==> src/rtl/fcu_pkg.sv <==
// Shared definitions for the flow control unit: opcodes, condition codes,
// FSM state encoding, instruction field positions and the condition evaluator.
package fcu_pkg;

  // Instruction field layout: [15:12] opcode, [11:8] cond, [7:0] operand
  localparam int unsigned OPC_LSB  = 12;
  localparam int unsigned COND_LSB = 8;
  localparam int unsigned OPND_LSB = 0;
  localparam int unsigned FIELD_W  = 4;
  localparam int unsigned OPND_W   = 8;

  // Flow opcodes; 0x0-0x7 and 0xC-0xE are non-flow
  localparam logic [3:0] OP_JMP  = 4'h8;
  localparam logic [3:0] OP_BRA  = 4'h9;
  localparam logic [3:0] OP_CALL = 4'hA;
  localparam logic [3:0] OP_RET  = 4'hB;
  localparam logic [3:0] OP_HALT = 4'hF;

  // Condition codes; 5-15 never hold
  localparam logic [3:0] COND_ALWAYS = 4'd0;
  localparam logic [3:0] COND_Z      = 4'd1;
  localparam logic [3:0] COND_NZ     = 4'd2;
  localparam logic [3:0] COND_C      = 4'd3;
  localparam logic [3:0] COND_NC     = 4'd4;

  // FSM state encoding
  localparam logic [1:0] ST_RUN   = 2'd0;
  localparam logic [1:0] ST_FLUSH = 2'd1;
  localparam logic [1:0] ST_HALT  = 2'd2;

  // Evaluate a condition field against the ALU flags
  function automatic logic cond_holds(input logic [3:0] cond, input logic z, input logic c);
    case (cond)
      COND_ALWAYS: cond_holds = 1'b1;
      COND_Z:      cond_holds = z;
      COND_NZ:     cond_holds = ~z;
      COND_C:      cond_holds = c;
      COND_NC:     cond_holds = ~c;
      default:     cond_holds = 1'b0;
    endcase
  endfunction

endpackage

==> src/rtl/fcu_return_stack.sv <==
// Return-address LIFO, DEPTH entries of WIDTH bits.
// Ports: clk, res (sync active-high), push/pop requests, din (pushed value),
// dout (current top, 0 when empty), full, empty, level (occupied entries).
// A push while full or a pop while empty is ignored.
module fcu_return_stack #(
  parameter int unsigned DEPTH = 4,
  parameter int unsigned WIDTH = 8
) (
  input  logic                     clk,
  input  logic                     res,
  input  logic                     push,
  input  logic                     pop,
  input  logic [WIDTH-1:0]         din,
  output logic [WIDTH-1:0]         dout,
  output logic                     full,
  output logic                     empty,
  output logic [$clog2(DEPTH):0]   level
);

  localparam int unsigned IW = $clog2(DEPTH);
  localparam int unsigned LW = IW + 1;

  logic [WIDTH-1:0] mem [DEPTH];
  logic [LW-1:0]    cnt;

  // Storage and occupancy; push wins if both are requested
  always_ff @(posedge clk) begin
    if (res) begin
      cnt <= '0;
    end else if (push && !full) begin
      mem[IW'(cnt)] <= din;
      cnt           <= cnt + LW'(1);
    end else if (pop && !empty) begin
      cnt <= cnt - LW'(1);
    end
  end

  assign full  = (cnt == LW'(DEPTH));
  assign empty = (cnt == '0);
  assign dout  = empty ? '0 : mem[IW'(cnt - LW'(1))];
  assign level = cnt;

endmodule

==> src/rtl/flow_control_unit.sv <==
// Flow control unit: decodes JMP/BRA/CALL/RET/HALT and drives the PC write
// interface combinationally (Mealy); owns the return stack, HALT state and
// post-change flush window.
// Ports: clk, res (sync active-high); instr_valid/instr/instr_pc from fetch;
// flag_z/flag_c from ALU; pc_wr_en/pc_add_offset/pc_target to the PC;
// status flushing, halted, stack_err (sticky), stack_level.
// Optional feature: define FCU_COND_BRANCH_EN to make flow instructions
// conditional on the cond field; otherwise cond and flags are ignored.
module flow_control_unit
  import fcu_pkg::*;
#(
  parameter int unsigned PC_WIDTH     = 8,
  parameter int unsigned INSTR_WIDTH  = 16,
  parameter int unsigned STACK_DEPTH  = 4,
  parameter int unsigned FLUSH_CYCLES = 1
) (
  input  logic                          clk,
  input  logic                          res,
  input  logic                          instr_valid,
  input  logic [INSTR_WIDTH-1:0]        instr,
  input  logic [PC_WIDTH-1:0]           instr_pc,
  input  logic                          flag_z,
  input  logic                          flag_c,
  output logic                          pc_wr_en,
  output logic                          pc_add_offset,
  output logic [PC_WIDTH-1:0]           pc_target,
  output logic                          flushing,
  output logic                          halted,
  output logic                          stack_err,
  output logic [$clog2(STACK_DEPTH):0]  stack_level
);

  localparam int unsigned FC_W = (FLUSH_CYCLES > 1) ? $clog2(FLUSH_CYCLES) : 1;

  logic [1:0]          state, state_nx;
  logic [FC_W-1:0]     flush_cnt, flush_cnt_nx;
  logic [PC_WIDTH-1:0] halt_addr, halt_addr_nx;
  logic                err_q, err_nx;

  logic [FIELD_W-1:0]  op;
  logic [FIELD_W-1:0]  cond;
  logic [OPND_W-1:0]   operand;
  logic                cond_ok;

  logic                wr_en_c, add_c, taken_c, push_c, pop_c;
  logic [PC_WIDTH-1:0] target_c;

  logic [PC_WIDTH-1:0]          stk_dout;
  logic                         stk_full, stk_empty;
  logic [$clog2(STACK_DEPTH):0] stk_level;

  assign op      = instr[OPC_LSB  +: FIELD_W];
  assign cond    = instr[COND_LSB +: FIELD_W];
  assign operand = instr[OPND_LSB +: OPND_W];

`ifdef FCU_COND_BRANCH_EN
  assign cond_ok = cond_holds(cond, flag_z, flag_c);
`else
  logic unused_cond;
  assign cond_ok     = 1'b1;
  assign unused_cond = ^{cond, flag_z, flag_c};
`endif

  fcu_return_stack #(
    .DEPTH (STACK_DEPTH),
    .WIDTH (PC_WIDTH)
  ) u_stack (
    .clk   (clk),
    .res   (res),
    .push  (push_c & ~res),
    .pop   (pop_c & ~res),
    .din   (instr_pc + PC_WIDTH'(1)),
    .dout  (stk_dout),
    .full  (stk_full),
    .empty (stk_empty),
    .level (stk_level)
  );

  // State register
  always_ff @(posedge clk) begin
    if (res) begin
      state     <= ST_RUN;
      flush_cnt <= '0;
      halt_addr <= '0;
      err_q     <= 1'b0;
    end else begin
      state     <= state_nx;
      flush_cnt <= flush_cnt_nx;
      halt_addr <= halt_addr_nx;
      err_q     <= err_nx;
    end
  end

  // Decode, next state and PC request
  always_comb begin
    state_nx     = state;
    flush_cnt_nx = flush_cnt;
    halt_addr_nx = halt_addr;
    err_nx       = err_q;
    wr_en_c      = 1'b0;
    add_c        = 1'b0;
    target_c     = '0;
    taken_c      = 1'b0;
    push_c       = 1'b0;
    pop_c        = 1'b0;

    case (state)
      ST_RUN: begin
        if (instr_valid) begin
          case (op)
            OP_JMP: if (cond_ok) begin
              taken_c  = 1'b1;
              target_c = PC_WIDTH'(operand);
            end
            OP_BRA: if (cond_ok) begin
              taken_c  = 1'b1;
              add_c    = 1'b1;
              target_c = PC_WIDTH'($signed(operand));
            end
            OP_CALL: if (cond_ok) begin
              if (stk_full) begin
                err_nx = 1'b1;
              end else begin
                taken_c  = 1'b1;
                push_c   = 1'b1;
                target_c = PC_WIDTH'(operand);
              end
            end
            OP_RET: if (cond_ok) begin
              if (stk_empty) begin
                err_nx = 1'b1;
              end else begin
                taken_c  = 1'b1;
                pop_c    = 1'b1;
                target_c = stk_dout;
              end
            end
            OP_HALT: begin
              wr_en_c      = 1'b1;
              target_c     = instr_pc;
              halt_addr_nx = instr_pc;
              state_nx     = ST_HALT;
            end
            default: ;
          endcase
          if (taken_c) begin
            wr_en_c      = 1'b1;
            state_nx     = ST_FLUSH;
            flush_cnt_nx = FC_W'(FLUSH_CYCLES - 1);
          end
        end
      end
      ST_FLUSH: begin
        if (flush_cnt == '0) state_nx = ST_RUN;
        else                 flush_cnt_nx = flush_cnt - FC_W'(1);
      end
      ST_HALT: begin
        wr_en_c  = 1'b1;
        target_c = halt_addr;
      end
      default: state_nx = ST_RUN;
    endcase
  end

  // Reset forces every output low in the same cycle
  assign pc_wr_en      = wr_en_c & ~res;
  assign pc_add_offset = add_c & ~res;
  assign pc_target     = res ? '0 : target_c;
  assign flushing      = ~res & (state == ST_FLUSH);
  assign halted        = ~res & (state == ST_HALT);
  assign stack_err     = ~res & err_q;
  assign stack_level   = res ? '0 : stk_level;

endmodule

==> config.mk <==
export PLATFORM = sky130hd
export DESIGN_NAME = flow_control_unit
export DESIGN_NICKNAME = d
export VERILOG_FILES = /design/src/rtl/fcu_pkg.sv /design/src/rtl/fcu_return_stack.sv /design/src/rtl/flow_control_unit.sv
export SDC_FILE = /design/constraint.sdc
export NUM_CORES = 1
export LEC_CHECK = 0
export CELL_PAD_IN_SITES_DETAIL_PLACEMENT = 1
export CELL_PAD_IN_SITES_GLOBAL_PLACEMENT = 1
export CORE_ASPECT_RATIO = 1.4
export CORE_UTILIZATION = 41
export DETAILED_ROUTE_END_ITERATION = 10
export PLACE_DENSITY = 0.88
export SYNTH_ARGS = -nofsm -noshare
export SYNTH_HDL_FRONTEND = slang
export SYNTH_SLANG_ARGS = --single-unit
==> constraint.sdc <==
create_clock -name clk -period 2.5 [get_ports clk]
set_input_delay 0.5 -clock clk [delete_from_list [all_inputs] [get_ports clk]]
set_output_delay 0.5 -clock clk [all_outputs]
set_load 0.005 [all_outputs]
==> flow_summary_export.csv, run 1 <==
group,metric,value,unit
layout,area_delta_synth_final,41.1,%
global_route,antenna_found_initial,0,
yosys,yosys.area.top_type_share,0.409,
yosys,synth_flop_cell,"edfxtp_1",
place,placed_area,3160,sq um
clocking,tritoncts,"built",
place,dp_slack,-0.558,ns
clocking,clkLatencyLatePin,0.30,ns
worst_setup_path,crit_type,"input pin to primary output",
layout,fin_util,0.599,
timing,rsz0062_at_grt,"false",
die,ios,45,
routing,drc_errors,0,
yosys,synth_cell_type_count,44,
die,core-area,5530,sq um
routing,num_vias,2021,
yosys,postSynthCellCount,196,
routing,wirelength,7490,um
timing,final.setup.worst_slack,0.0596,ns
timing,maxSlewHeadroom,0.682,
layout,drive_above_1_share,0.344,
worst_setup_path,start_kind,"input pin",
die,start_util,0.425,
job,cap_violations,0,
power_and_ir_drop,fin_total_pwr,1.60,mW
power_and_ir_drop,power.leakage,1.21,nW
yosys,synth_area_per_cell,12.0,sq um
worst_setup_path,critPathArrivalTime,1.94,ns
yosys,synth-edff-count,32,
clocking,htreeDepth,2,
place,portBuffers,38,
yosys,synth_seq_cells,46,
worst_setup_path,reg2reg_from,"state[0]",
yosys,yosys_warnings,0,
timing,setup_violations,0,
worst_setup_path,critPathCaptureType,"primary output",
timing,min_period_over_period,0.976,
global_route,grt_first_pass_wirelength,11300,um
worst_setup_path,crit_fanout,7,
timing,fmaxAchievable,0.410,GHz
routing,wl_per_cell,21.6,um
hold_path,hold_class,"register to register",
worst_setup_path,required,2.00,ns
place,dp_hpwl,5500,um
layout,nets,313,
clocking,cts.clk_slew.worst_paths,0.10,ns
timing,worst_slew_pin_slew,0.476,ns
die,rows,32,
routing,viasPerCell,5.82,
die,die_h,91.5,um
global_route,grt_pass1_vias,2173,
die,dieArea,6040,sq um
routing,first_pass_iters,6,
timing,finClkSkew,0.00656,ns
yosys,synth_fp_nets,231,
hold_path,hold_start,"halt_addr[4]",
global_route,overflow,0,
routing,drt_iter0_drc,94,
yosys,async_reset_ff_frac,0,
power_and_ir_drop,power.density,482,nW/um^2
worst_setup_path,cp-startpoint,"instr[15]",
power_and_ir_drop,ir_drop,0.309,mV
status,status,"complete, no violations",
global_route,grt_max_degree,17,
routing,drtAntennaViolNets,0,
timing,hold_viol_final,0,
yosys,yosysTopAreaCell,"edfxtp_1",
yosys,synth_seq_area_share,0.529,
timing,finalMaxSlewViolations,0,
yosys,syn_area,2350,sq um
layout,stdcell_area,3310,sq um
die,die-width,65.9,um
layout,diodes,0,
clocking,cts.sinks,46,
timing,period_minus_slack,2.44,ns
yosys,synth_area_leaders,"edfxtp_1, dfxtp_1, mux4_2",
clocking,numCtsBuffers,5,
layout,fillCellCount,587,
clocking,cts_buffer_depth,2,
place,gp_routability_congestion,0.800,
clocking,root_buffer,"clkbuf_8",
global_route,track_usage,0.264,
==> flip-flops by register name (all words and copies together) (netlist names) <==
name / flops
u_stack.mem: 32
err_q: 1
u_stack.level: 3
halt_addr: 8
state: 2
==> metrics by stage <==
stage / hold WS (ns) / setup TNS, ns / instances
after global routing: 0.513 / 0 / 347
final: 0.481 / 0 / 347
after detailed placement: 0.465 / -4.45 / 337
after CTS: 0.480 / 0 / 347
after global placement: 0.461 / -3.78 / 337
after floorplan: 0.449 / 0 / 196
==> critical path, stage by stage <==
cell             delay [ns]
dlygate4sd2_1          0.30
and2b_1                0.20
o21a_1                 0.14
buf_6                  0.15
a222oi_1               0.29
a221oi_1               0.13
clkdlybuf4s15_2        0.23
==> where the power goes <==
part | internal, mW | switching [mW]
Clock | 0.300 | 0.267
Sequential | 0.821 | 0.00326
Combinational | 0.103 | 0.103
==> area by class of cell <==
cell class / count / area (sq um) / share of cell area
clock buffer: 5 / 68.8 / 0.0208
clock inverter: 3 / 43.8 / 0.0132
inverter: 4 / 15.0 / 0.00453
multi-input combinational: 136 / 1100 / 0.332
sequential: 46 / 1240 / 0.376
tap: 68 / 85.1 / 0.0257
timing repair buffer: 85 / 754 / 0.228
==> timing repair <==
| item | in CTS | in global routing |
|---|---|---|
| endpoints found under the setup margin | 14 | 9 |
| resized for setup | 40 | 13 |
| pin swaps | 10 | 6 |
| setup buffers | 2 | 0 |
| hold buffers | 0 | 0 |
==> metal layers <==
layer | vias up | GRT usage | share of wire
met4 | 0 | 0.151 | 0.039
li1 | 917 | - | -
met3 | 20 | 0.0314 | 0.034
met5 | - | 0 | 0
met2 | 69 | 0.498 | 0.57
met1 | 1015 | 0.266 | 0.35
==> cell usage after synthesis (2+ instances only) <==
| library cell | instances |
|---|---|
| mux2_1 | 2 |
| a222oi_1 | 8 |
| ha_1 | 6 |
| nor2b_1 | 4 |
| a221oi_1 | 8 |
| mux4_2 | 8 |
| edfxtp_1 | 32 |
| and2_1 | 4 |
| nor2_1 | 10 |
| xor2_1 | 5 |
| a21oi_1 | 10 |
| buf_4 | 3 |
| nand3_1 | 11 |
| and3_1 | 4 |
| clkbuf_1 | 3 |
| nand2_1 | 28 |
| nand2_2 | 2 |
| buf_2 | 3 |
| inv_1 | 4 |
| xnor2_1 | 2 |
| nor3b_1 | 3 |
| dfxtp_1 | 14 |
==> final timing paths <==
path	endpoint	depth (start not counted)	slack (ns)
hold reg to reg	halt_addr[4]	2	0.48
setup / recovery	pc_target[7]	7	0.06
setup reg to reg	u_stack.mem[1][3]	8	0.53
hold / removal	halt_addr[4]	2	0.48
==> kinds of logic (layout without fill, tap and decap cells) <==
logic type | Yosys count | in the layout | synth area share
AO/OA/AOI/OAI | 38 | 38 | 0.129
XOR/XNOR | 7 | 7 | 0.0261
adder cells (fa/ha/maj) | 6 | 6 | 0.0320
buffers and inverters | 14 | 97 | 0.0293
flip-flops | 46 | 46 | 0.529
multiplexers | 10 | 10 | 0.0864
AND/OR/NAND/NOR | 75 | 75 | 0.168
==> layout by cell type (no fill, tap or decap), drive strengths merged, types with 8 or more instances in the layout <==
master / Yosys / layout
nor2: 10 / 10
clkbuf: 4 / 11
nand3: 11 / 11
a221oi: 8 / 8
a21oi: 10 / 10
buf: 6 / 49
edfxtp: 32 / 32
clkdlybuf4s50: 0 / 24
dfxtp: 14 / 14
mux4: 8 / 8
nand2: 30 / 30
a222oi: 8 / 8
No activity file was read; power rests on OpenSTA's default activity.
==> run 2: changes to the inputs <==
--- a/config.mk
+++ b/config.mk
@@ -5,12 +5,14 @@
 export SDC_FILE = /design/constraint.sdc
 export NUM_CORES = 1
 export LEC_CHECK = 0
+export CAP_MARGIN = 20
 export CELL_PAD_IN_SITES_DETAIL_PLACEMENT = 1
 export CELL_PAD_IN_SITES_GLOBAL_PLACEMENT = 1
 export CORE_ASPECT_RATIO = 1.4
 export CORE_UTILIZATION = 41
 export DETAILED_ROUTE_END_ITERATION = 10
 export PLACE_DENSITY = 0.88
+export SETUP_SLACK_MARGIN = 0.02
 export SYNTH_ARGS = -nofsm -noshare
 export SYNTH_HDL_FRONTEND = slang
 export SYNTH_SLANG_ARGS = --single-unit
==> run 2 against run 1 <==
  * Count of clock-buffer cells in the layout is the same
  * Maximum frequency grew 0.89%
  * Sequential power is essentially flat
  * Sequential share of layout area grew 0.14 points
  * First-iteration DRC count grew 19%
  * Final cell count is the same
==> flow_summary_export.csv, run 2 (synthesis gave the netlist of run 1 again) <==
group,metric,value,unit
clocking,tritoncts,"built",
clocking,cts.sinks,46,
routing,drc_errors,0,
global_route,grt_first_pass_wirelength,11200,um
global_route,antenna_found_initial,0,
worst_setup_path,critPathArrivalTime,1.92,ns
layout,final_cells,347,
timing,worst_slew_pin_slew,0.474,ns
layout,nets,313,
routing,drt_iter0_drc,112,
worst_setup_path,start_kind,"input pin",
die,ios,45,
timing,rsz0062_at_grt,"true",
layout,final_common_cell,"buf_4",
global_route,grt_util_met3,0.0339,
layout,diodes,0,
power_and_ir_drop,power.leakage,1.22,nW
timing,setup_violations,0,
power_and_ir_drop,pwr-share-clk,0.353,
worst_setup_path,crit_type,"input pin to primary output",
place,portBuffers,38,
timing,period_minus_slack,2.42,ns
timing,setup_tns,0,ns
layout,area_delta_synth_final,40.6,%
global_route,busiest_layer,"met2",
power_and_ir_drop,p_int,1.22,mW
timing,hold_viol_final,0,
die,die_h,91.5,um
die,rows,32,
routing,wirelength,7380,um
worst_setup_path,required,2.00,ns
place,dp_hpwl,5500,um
die,core-area,5530,sq um
global_route,met2_usage,0.495,
timing,min_period_over_period,0.968,
timing,maxSlewHeadroom,0.683,
routing,wl_per_cell,21.3,um
hold_path,hold_class,"register to register",
clocking,clkLatencyLatePin,0.30,ns
layout,layout_common_cells,"buf_4, edfxtp_1, nand2_1",
global_route,grt_pass1_vias,2141,
clocking,root_buffer,"clkbuf_8",
power_and_ir_drop,seq_power_share,0.518,
die,die-width,65.9,um
layout,largest_reg_flops,32,
status,status,"complete, no violations",
global_route,grt_max_degree,17,
place,dpl.cell_count,337,
power_and_ir_drop,power.density,482,nW/um^2
die,dieArea,6040,sq um
worst_setup_path,critPathCaptureType,"primary output",
job,cap_violations,0,
routing,viasPerCell,5.74,
layout,drive_above_1_share,0.341,
die,start_util,0.425,
clocking,htreeDepth,2,
power_and_ir_drop,pwr-share-comb,0.129,
power_and_ir_drop,p_switching,0.367,mW
timing,fmaxAchievable,0.413,GHz
routing,first_pass_iters,5,
clocking,numCtsBuffers,5,
worst_setup_path,crit_fanout,5,
power_and_ir_drop,swShare,0.231,
routing,num_vias,1993,
routing,drtAntennaViolNets,0,
clocking,cts.clk_slew.worst_paths,0.09,ns
clocking,cts_buffer_depth,2,
timing,finClkSkew,0.00640,ns
layout,largest-register,"u_stack.mem",
global_route,track_usage,0.263,
power_and_ir_drop,ir_drop,0.308,mV
place,gp_routability_congestion,0.800,
global_route,overflow,0,
timing,finalMaxSlewViolations,0,
global_route,grt_use_met1,0.267,
==> run 2: cell count changes in the layout (fill, tap and decap cells not counted) <==
cell             change
clkbuf_2             -2
clkdlybuf4s15_2      -1
a221oi_2             -1
a221oi_1             +1
buf_2                +3
==> run 2: metal layers <==
metal  vias to the layer above  part of all wire
met5                         -                 0
met3                        16             0.032
met2                        57              0.58
met4                         0             0.036
li1                        916                 -
met1                      1004              0.35
==> run 2: worst paths after layout <==
kind	from	endpoint	slack, ns	cells after the start
min	halt_addr[4]	halt_addr[4]	0.48	2
max	instr[13]	pc_wr_en	0.08	7
min reg2reg	halt_addr[4]	halt_addr[4]	0.48	2
max reg2reg	state[0]	u_stack.mem[1][6]	0.52	8
==> run 2: area by class of cell <==
class,count,area (sq um)
inverters,4,15.0
well taps,68,85.1
flip-flops and latches,46,1240
clock buffers,5,68.8
multi-input cells,136,1090
fillers,588,2230
clock inverters,3,43.8
repair buffers,85,748
==> run 2: power by group through the flow <==
stage	clock (mW)	combinational (mW)	sequential (mW)
final	0.561	0.205	0.824
after global routing	0.592	0.216	0.825
after CTS	0.574	0.203	0.824
after detailed placement	0	0.194	0.841
after global placement	0	0.183	0.841
after floorplan	0	0.0734	0.841
==> run 2: critical path: stages <==
cell and delay, ns:
dlygate4sd2_1 0.32, nand2_2 0.12, buf_4 0.16, nand2_1 0.06, a41oi_1 0.12, nor2_1 0.12
clkdlybuf4s50_1 0.52
==> run 2: timing repair <==
action                                  in CTS  in global routing
pin swaps                                   14                  8
hold buffers                                 0                  0
gates resized for setup                     45                 10
endpoints found under the setup margin      15                  8
setup buffers                                2                  0
==> run 2: through the flow <==
stage	setup slack [ns]	area [sq um]	hold slack, ns	total power, mW	util
finish	0.0812	3300	0.480	1.59	0.597
floorplan	0.272	2350	0.449	0.914	-
CTS	0.0203	3320	0.480	1.60	0.601
global placement	-0.498	3160	0.461	1.02	0.572
global route	0.0111	3300	0.513	1.63	0.597
detailed placement	-0.558	3160	0.465	1.04	0.572
